--- config.mk ---
export PLATFORM = sky130hd
export DESIGN_NAME = data_mem_ctrl_flat
export DESIGN_NICKNAME = d
export VERILOG_FILES = /design/src/rtl/data_mem_if.sv /design/src/rtl/data_mem_ctrl.sv /design/src/flat_wrapper.sv
export SDC_FILE = /design/constraint.sdc
export NUM_CORES = 2
export LEC_CHECK = 0
export ABC_AREA = 1
export CAP_MARGIN = 20
export CORE_MARGIN = 3
export CORE_UTILIZATION = 57
export DETAILED_ROUTE_END_ITERATION = 7
export PLACE_DENSITY_LB_ADDON = 0.12
export SLEW_MARGIN = 25
export SYNTH_ARGS = -nofsm -noshare
export SYNTH_HDL_FRONTEND = slang
export SYNTH_SLANG_ARGS = --single-unit
--- constraint.sdc ---
create_clock -name clk -period 5.14 [get_ports clk]
set_input_delay 1.028 -clock clk [delete_from_list [all_inputs] [get_ports clk]]
set_output_delay 1.028 -clock clk [all_outputs]
set_load 0.1 [all_outputs]
--- src/rtl/data_mem_if.sv ---
// Request/response bundle between the MIPS datapath and the byte-addressable data memory.
// The master drives the request side, and data_mem_ctrl implements the slave.
interface data_mem_if #(
    parameter int ADDR_W = 8
);
    logic [ADDR_W-1:0] addr;
    logic [31:0]       wd;
    logic              memwrite;
    logic              memread;
    logic [1:0]        size;
    logic              ld_unsigned;
    logic              err_clr;
    logic [31:0]       rd;
    logic              rd_valid;
    logic              ready;
    logic              err;
    logic [ADDR_W-1:0] err_addr;

    // Handshake: once ready is high, every edge that sees memread/memwrite high takes one
    // access. There is no per-transfer backpressure. rd_valid pulses on the edge that samples
    // the load. Requests made while ready is low are dropped and produce no response.
    modport master (
        output addr, wd, memwrite, memread, size, ld_unsigned, err_clr,
        input  rd, rd_valid, ready, err, err_addr
    );

    modport slave (
        input  addr, wd, memwrite, memread, size, ld_unsigned, err_clr,
        output rd, rd_valid, ready, err, err_addr
    );
endinterface

--- src/rtl/data_mem_ctrl.sv ---
// Byte-addressable big-endian data memory with byte/half/word access, registered loads,
// a sticky alignment/range fault register, and a post-reset array clear sequencer.
module data_mem_ctrl #(
    parameter int DEPTH          = 64,
    parameter int ADDR_W         = 8,
    parameter bit CLEAR_ON_RESET = 1'b1
) (
    input  logic      clk,
    input  logic      rst_n,
    data_mem_if.slave bus,
    output logic      state_dbg
);
    localparam int IDX_W = $clog2(DEPTH);

    typedef enum logic {S_CLEAR = 1'b0, S_RUN = 1'b1} state_e;

    state_e            state_q, state_d;
    logic [IDX_W-1:0]  cnt_q, cnt_d;
    logic              ready_q, ready_d;
    logic [31:0]       rd_q, rd_d;
    logic              rd_valid_q, rd_valid_d;
    logic              err_q, err_d;
    logic [ADDR_W-1:0] err_addr_q, err_addr_d;

    logic [31:0]       mem [DEPTH];
    logic              mem_we;
    logic [IDX_W-1:0]  mem_idx;
    logic [31:0]       mem_wdata;

    logic              req, in_range, misaligned, fault, do_load, do_store;
    logic [IDX_W-1:0]  idx;
    logic [1:0]        lane;
    logic [31:0]       cur_word, merged, load_val;
    logic [7:0]        ld_byte;
    logic [15:0]       ld_half;

    assign idx      = bus.addr[IDX_W+1:2];
    assign lane     = bus.addr[1:0];
    assign cur_word = mem[idx];
    assign in_range = (bus.addr >> (IDX_W + 2)) == '0;
    assign req      = ready_q & (bus.memread | bus.memwrite);

    always_comb begin
        misaligned = 1'b0;
        unique case (bus.size)
            2'b00:   misaligned = 1'b0;
            2'b01:   misaligned = lane[0];
            2'b10:   misaligned = (lane != 2'b00);
            default: misaligned = 1'b1;
        endcase
    end

    assign fault    = req & (misaligned | ~in_range);
    assign do_load  = req & ~fault & bus.memread;
    assign do_store = req & ~fault & bus.memwrite;

    // Lane 0 is the most significant byte.
    always_comb begin
        ld_byte = cur_word[7:0];
        unique case (lane)
            2'd0: ld_byte = cur_word[31:24];
            2'd1: ld_byte = cur_word[23:16];
            2'd2: ld_byte = cur_word[15:8];
            2'd3: ld_byte = cur_word[7:0];
        endcase
        ld_half = bus.addr[1] ? cur_word[15:0] : cur_word[31:16];
    end

    always_comb begin
        load_val = cur_word;
        merged   = cur_word;
        unique case (bus.size)
            2'b00: begin
                load_val = bus.ld_unsigned ? {24'h0, ld_byte} : {{24{ld_byte[7]}}, ld_byte};
                unique case (lane)
                    2'd0: merged[31:24] = bus.wd[7:0];
                    2'd1: merged[23:16] = bus.wd[7:0];
                    2'd2: merged[15:8]  = bus.wd[7:0];
                    2'd3: merged[7:0]   = bus.wd[7:0];
                endcase
            end
            2'b01: begin
                load_val = bus.ld_unsigned ? {16'h0, ld_half} : {{16{ld_half[15]}}, ld_half};
                if (bus.addr[1]) merged[15:0] = bus.wd[15:0];
                else             merged[31:16] = bus.wd[15:0];
            end
            default: begin
                load_val = cur_word;
                merged   = bus.wd;
            end
        endcase
    end

    always_comb begin
        state_d    = state_q;
        cnt_d      = cnt_q;
        ready_d    = ready_q;
        rd_d       = rd_q;
        rd_valid_d = 1'b0;
        err_d      = err_q;
        err_addr_d = err_addr_q;
        mem_we     = 1'b0;
        mem_idx    = idx;
        mem_wdata  = merged;

        unique case (state_q)
            S_CLEAR: begin
                if (CLEAR_ON_RESET) begin
                    mem_we    = 1'b1;
                    mem_idx   = cnt_q;
                    mem_wdata = '0;
                    cnt_d     = cnt_q + 1'b1;
                    if (cnt_q == IDX_W'(DEPTH - 1)) begin
                        state_d = S_RUN;
                        ready_d = 1'b1;
                    end
                end else begin
                    state_d = S_RUN;
                    ready_d = 1'b1;
                end
            end
            S_RUN: begin
                mem_we = do_store;
                if (do_load) begin
                    rd_d       = load_val;
                    rd_valid_d = 1'b1;
                end
            end
        endcase

        // A new fault outranks a simultaneous clear and re-arms err_addr.
        if (fault) begin
            err_d = 1'b1;
            if (!err_q || bus.err_clr) err_addr_d = bus.addr;
        end else if (bus.err_clr) begin
            err_d      = 1'b0;
            err_addr_d = '0;
        end
    end

    always_ff @(posedge clk or negedge rst_n) begin
        if (!rst_n) begin
            state_q    <= S_CLEAR;
            cnt_q      <= '0;
            ready_q    <= 1'b0;
            rd_q       <= '0;
            rd_valid_q <= 1'b0;
            err_q      <= 1'b0;
            err_addr_q <= '0;
        end else begin
            state_q    <= state_d;
            cnt_q      <= cnt_d;
            ready_q    <= ready_d;
            rd_q       <= rd_d;
            rd_valid_q <= rd_valid_d;
            err_q      <= err_d;
            err_addr_q <= err_addr_d;
        end
    end

    always_ff @(posedge clk) begin
        if (mem_we) mem[mem_idx] <= mem_wdata;
    end

    assign bus.rd       = rd_q;
    assign bus.rd_valid = rd_valid_q;
    assign bus.ready    = ready_q;
    assign bus.err      = err_q;
    assign bus.err_addr = err_addr_q;
    assign state_dbg    = state_q;
endmodule

--- src/flat_wrapper.sv ---
// flat-port wrapper written by rule: the top's interface ports become plain ports
module data_mem_ctrl_flat 
#(
    parameter int DEPTH          = 64,
    parameter int ADDR_W         = 8,
    parameter bit CLEAR_ON_RESET = 1'b1
)
  (clk, rst_n, state_dbg, bus_addr, bus_wd, bus_memwrite, bus_memread, bus_size, bus_ld_unsigned, bus_err_clr, bus_rd, bus_rd_valid, bus_ready, bus_err, bus_err_addr);
  data_mem_if #(.ADDR_W(ADDR_W)) bus_i ();
  input  logic clk;
  input  logic rst_n;
  output logic state_dbg;
  input wire logic [$bits(bus_i.addr)-1:0] bus_addr;
  input wire logic [$bits(bus_i.wd)-1:0] bus_wd;
  input wire logic [$bits(bus_i.memwrite)-1:0] bus_memwrite;
  input wire logic [$bits(bus_i.memread)-1:0] bus_memread;
  input wire logic [$bits(bus_i.size)-1:0] bus_size;
  input wire logic [$bits(bus_i.ld_unsigned)-1:0] bus_ld_unsigned;
  input wire logic [$bits(bus_i.err_clr)-1:0] bus_err_clr;
  output wire logic [$bits(bus_i.rd)-1:0] bus_rd;
  output wire logic [$bits(bus_i.rd_valid)-1:0] bus_rd_valid;
  output wire logic [$bits(bus_i.ready)-1:0] bus_ready;
  output wire logic [$bits(bus_i.err)-1:0] bus_err;
  output wire logic [$bits(bus_i.err_addr)-1:0] bus_err_addr;
  assign bus_i.addr = bus_addr;
  assign bus_i.wd = bus_wd;
  assign bus_i.memwrite = bus_memwrite;
  assign bus_i.memread = bus_memread;
  assign bus_i.size = bus_size;
  assign bus_i.ld_unsigned = bus_ld_unsigned;
  assign bus_i.err_clr = bus_err_clr;
  assign bus_rd = bus_i.rd;
  assign bus_rd_valid = bus_i.rd_valid;
  assign bus_ready = bus_i.ready;
  assign bus_err = bus_i.err;
  assign bus_err_addr = bus_i.err_addr;
  data_mem_ctrl #(.DEPTH(DEPTH), .ADDR_W(ADDR_W), .CLEAR_ON_RESET(CLEAR_ON_RESET)) u_core (.clk(clk), .rst_n(rst_n), .bus(bus_i), .state_dbg(state_dbg));
endmodule
Word-level counts from Yosys, hierarchy flattened

Memory sizes are Yosys's and may differ from the RTL's.
Index checks and enable logic that the tools add are counted.

Register bits after elaboration: 50
Bits in latches: 0
RAM bits: 2048
Memory bits (read-only): 0
Output and inout bits: 44
Memories kept: 1

Memories:

| memory     | depth | bits a word | read ports | clocked after memory_dff | wr ports | line                | RTL |
|---|---|---|---|---|---|---|---|
| u_core.mem | 64    | 32          | 1          | 0                        | 1        | data_mem_ctrl.sv:25 | `logic [31:0] mem [DEPTH];` |

$add $sub $neg: 1
$mul: 0
Div/mod/pow operators: 0
$lt $le $gt $ge: 0
Equality and inequality tests: 7
Shift-type cells: 0
Muxes and demuxes: 27
Bitwise operators: 8
Reductions and logical operators: 9

Operator list:

| cell                                                                  | number |
|---|---|
| 32-bit case mux with 2 select lines                                   | 2 |
| 32-bit two-way mux                                                    | 3 |
| 8-bit two-way mux                                                     | 7 |
| 16-bit two-way mux                                                    | 3 |
| 8-bit case mux with 4 select lines                                    | 1 |
| 1-bit two-way mux                                                     | 8 |
| 6-bit by 1-bit adder with 6-bit output, second input constant         | 1 |
| 2-bit equality test, second input constant                            | 3 |
| 6-bit equality test, second input constant                            | 1 |
| 6-bit two-way mux                                                     | 1 |
| 2-bit AND reduction                                                   | 3 |
| 1-bit bitwise AND                                                     | 5 |
| 2-bit by 1-bit equality test with 1-bit output, second input constant | 2 |
| 2-bit zero test                                                       | 2 |
| 2-bit nonzero test                                                    | 2 |
| 1-bit case mux with 3 select lines                                    | 1 |
| 2-bit inequality test, second input constant                          | 1 |
| 1-bit inverter                                                        | 2 |
| 1-bit case mux with 2 select lines                                    | 1 |
| 1-bit zero test                                                       | 1 |
| 1-bit logical OR                                                      | 1 |
| 1-bit OR                                                              | 1 |

Logic depth before layout (Yosys ltp)

Depth after elaboration: 9
Gate-level depth with buffers: 21
Depth with buffers taken out: 17

Worst setup path before layout

OpenSTA, ideal clock, no wires.

Kind: in2reg
Start point: input port bus_addr[2]
End point: memory u_core.mem[3][0], enable pin
Data arrival time: 5231 ps
Data required time: 4639 ps
Path slack: -593 ps
Stages: 9
Buffers on the path: 5
Cells stage by stage: buf_6 inv_4 buf_6 buf_6 buf_6 buf_2 a21oi_4 nand2_1 nor4_1

Longest elaborated chain between the ends: 1

Ends and longest elaborated chain:

| element            | line                 | RTL |
|---|---|---|
| start: declaration | flat_wrapper.sv:13   | `input wire logic [$bits(bus_i.addr)-1:0] bus_addr;` |
| 6-bit two-way mux  | data_mem_ctrl.sv:106 | `unique case (state_q)` |
| end: declaration   | data_mem_ctrl.sv:25  |  |

No other way between the ends.

Final worst setup path

Start point: register u_core.state_q (netlist: u_core.state_dbg)
End point: output port state_dbg

RTL lines:

| element                  | line                 | RTL |
|---|---|---|
| start: declaration       | data_mem_ctrl.sv:17  | `state_e state_q, state_d;` |
| start signal: assignment | data_mem_ctrl.sv:151 | `state_q <= state_d;` |
| end: declaration         | flat_wrapper.sv:12   | `output logic state_dbg;` |

No word-level cell between the ends.

==> results_dict.tcl <==
set metrics [dict create \
    drv_slew 0 \
    skew_ns 0.0424 \
    layout-drive-gt1-share 0.0992 \
    arrival_ns 3.01 \
    yosys.area.top_type_share 0.715 \
    final_nets 7317 \
    grt_pass1_vias 55800 \
    cpLargestDelayFamily "buffers and inverters" \
    status "complete, no violations" \
    cts_tree "done" \
    multi_input_area_mm2 0.0199 \
    setup_slack_ns 1.10 \
    drt-total-wl_um 260000 \
    min_path_type "input pin to async pin" \
    path_class "register to primary output" \
    vias 59200 \
    initial_core_util 0.578 \
    regArea_mm2 0.0628 \
    cts_buffers 205 \
    ys_warn_count 0 \
    die_area_mm2 0.156 \
    p_leak_nw 30.8 \
    cp_cell_sequence "clkdlybuf4s50_1" \
    synth-edff-count 2048 \
    relSlewSlack 0.314 \
    die_y_um 394 \
    syn-cell-area_mm2 0.0860 \
    rsz0062_at_grt "false" \
    nFillCells 11200 \
    netlist_instances 7135 \
    finalSetupViolCount 0 \
    dp_hpwl_um 154000 \
    worst_pin_slew_ns 1.03 \
    postCtsSetupRepairBufs 0 \
    grt_pass1_wl_um 379000 \
    fin_crit_sh 0.786 \
    powerDensity_mw_per_mm2 360 \
    slowest_delay_ns 1.31 \
    path_clk_slew_ns 0.07 \
    slowest_stage "clkdlybuf4s50_1" \
    synth_async_sr_flop_share 0.0238 \
    grt_overflow_total 0 \
    drtAntennaViolNets 0 \
    hold_slack_ns 0.331 \
    port_buffers 91 \
    clock_latency_ns 0.84 \
    maxCapViolations 0 \
    viasPerCell 6.26 \
    drc_errors 0 \
    required_ns 4.11 \
    finalCriticalPeriod_ns 4.04 \
    synth.net_count 7184 \
    cts_root_buf "clkbuf_16" \
    dr.pass1.iters 6 \
    synth-seq-cells 2098 \
    path_buf_inv 1 \
    ys.flop_type "edfxtp_1" \
    h-tree-depth 4 \
    yosysMostFrequentCell "edfxtp_1" \
    pin_count 92 \
    synth_commonest_cells "2048 x edfxtp_1, 1279 x nand2_1, 930 x nand3_1" \
    cp-start-kind "register" \
    grt_max_degree 108 \
    path_max_fanout 27 \
    drt_iter0_drc 8082 \
    die_w_um 394 \
    synth_top_area_cell "edfxtp_1" \
    vdd_ir_drop_max_uv 334 \
    cts.path.max_buffers 3 \
    antenna_found_initial 11 \
    syn2layout_area_growth_pct 12.9 \
    synthTopCellsByArea "edfxtp_1 71%, nand2_1 5.6%, nand3_1 5.4%" \
    synth_sequential_area_ratio 0.729 \
    track_usage 0.331 \
    max_clock_freq_mhz 248 \
    ys_types 41 \
    final-hold-violation-count 0 \
    numClockSinks 2098 \
    place_ws_ns 0.600 \
    rows 141 \
    finalWeightedCongestion 0.973 \
    endpoint_kind "primary output" \
    syn_avg_cell_area_um2 12.1 \
    holdBufCountCts 0 \
    core-area_mm2 0.149 \
    wl_per_cell_um 27.5 \
    fin_setup_tns_ns 0 \
    cts-resized-gates 0 \
]
==> registers in the layout, summed over array words and instances (netlist names) <==
register	flops
u_core.mem	2048
u_core.bus.rd	32
u_core.bus.err_addr	8
u_core.cnt_q	6
u_core.bus.err	1
u_core.bus.rd_valid	1
u_core.bus.ready	1
u_core.state_dbg	1
==> cells by family after synthesis <==
group,share of synthesized area
buffers and inverters,0.0402
AND/OR/NAND/NOR,0.149
flip-flops,0.729
AO/OA/AOI/OAI,0.0804
adder cells (fa/ha/maj),0.000145
XOR/XNOR,0.000407
==> cells in the final DEF, fill, tap and decap left out, types with 3 or more instances in the layout <==
master / instances
dfrtp_1: 49
and2_1: 4
nor4_4: 3
buf_8: 3
nand2_2: 8
inv_6: 9
nor2_4: 5
clkbuf_1: 53
inv_2: 70
diode_2: 5
nor3_2: 3
clkbuf_16: 209
o21bai_1: 3
nor2_1: 778
nand3_1: 930
nand3_2: 14
o21ai_1: 47
o21ai_0: 750
o21ai_2: 4
clkinv_1: 72
clkbuf_8: 6
or2_2: 18
o211ai_1: 3
xnor2_1: 3
clkinv_2: 32
bufinv_16: 9
clkinv_16: 3
inv_1: 121
buf_2: 4
nand2_1: 1279
nand4_1: 7
a21oi_1: 91
buf_4: 210
edfxtp_1: 2048
buf_12: 114
clkdlybuf4s50_1: 82
o22ai_1: 376
==> metal layers <==
| layer | part of all wire | wire, um | up-vias | global-route usage |
|---|---|---|---|---|
| li1 | - | - | 26000 | - |
| met1 | 0.39 | 101000 | 29100 | 0.468 |
| met2 | 0.45 | 117000 | 3541 | 0.498 |
| met3 | 0.12 | 30300 | 522 | 0.0761 |
| met4 | 0.046 | 11900 | 0 | 0.143 |
| met5 | 0 | 0 | - | 0 |
==> through the flow <==
step	utilization	cells	power (mW)	area, um^2
after CTS	0.652	9440	35.0	97100
after global placement	0.609	9063	20.9	90800
final	0.652	9445	34.9	97100
after detailed placement	0.610	9063	21.0	90800
after global routing	0.652	9440	35.9	97100
after floorplan	-	7135	20.2	86000
==> path summary, 6_finish.rpt <==
| check | start | endpoint | slack, ns | cells after the start |
|---|---|---|---|---|
| max | u_core.state_dbg | state_dbg | 1.10 | 1 |
| min | rst_n | u_core.bus.err_addr[6] | 0.33 | 2 |
| max reg2reg | u_core.bus.ready | u_core.mem[10][13] | 1.94 | 12 |
| min reg2reg | u_core.bus.rd[0] | u_core.bus.rd[0] | 0.49 | 2 |
| max in group asynchronous | rst_n | u_core.state_dbg | 4.15 | 2 |
| min in group clk | u_core.bus.rd[0] | u_core.bus.rd[0] | 0.49 | 2 |
==> power breakdown <==
part | internal [mW] | total, mW | switching (mW)
clock | 7.98 | 14.3 | 6.30
sequential | 18.5 | 18.5 | 0.0148
combinational | 0.579 | 2.13 | 1.56
==> cell type report <==
type / count / area share
inverter: 214 / 0.00868
timing repair buffer: 414 / 0.0490
antenna: 5 / 0.000129
sequential: 2098 / 0.646
multi-input combinational: 4335 / 0.205
tap: 2002 / 0.0258
clock buffer: 268 / 0.0568
clock inverter: 109 / 0.00848
Power figures use the tool's default switching activity.
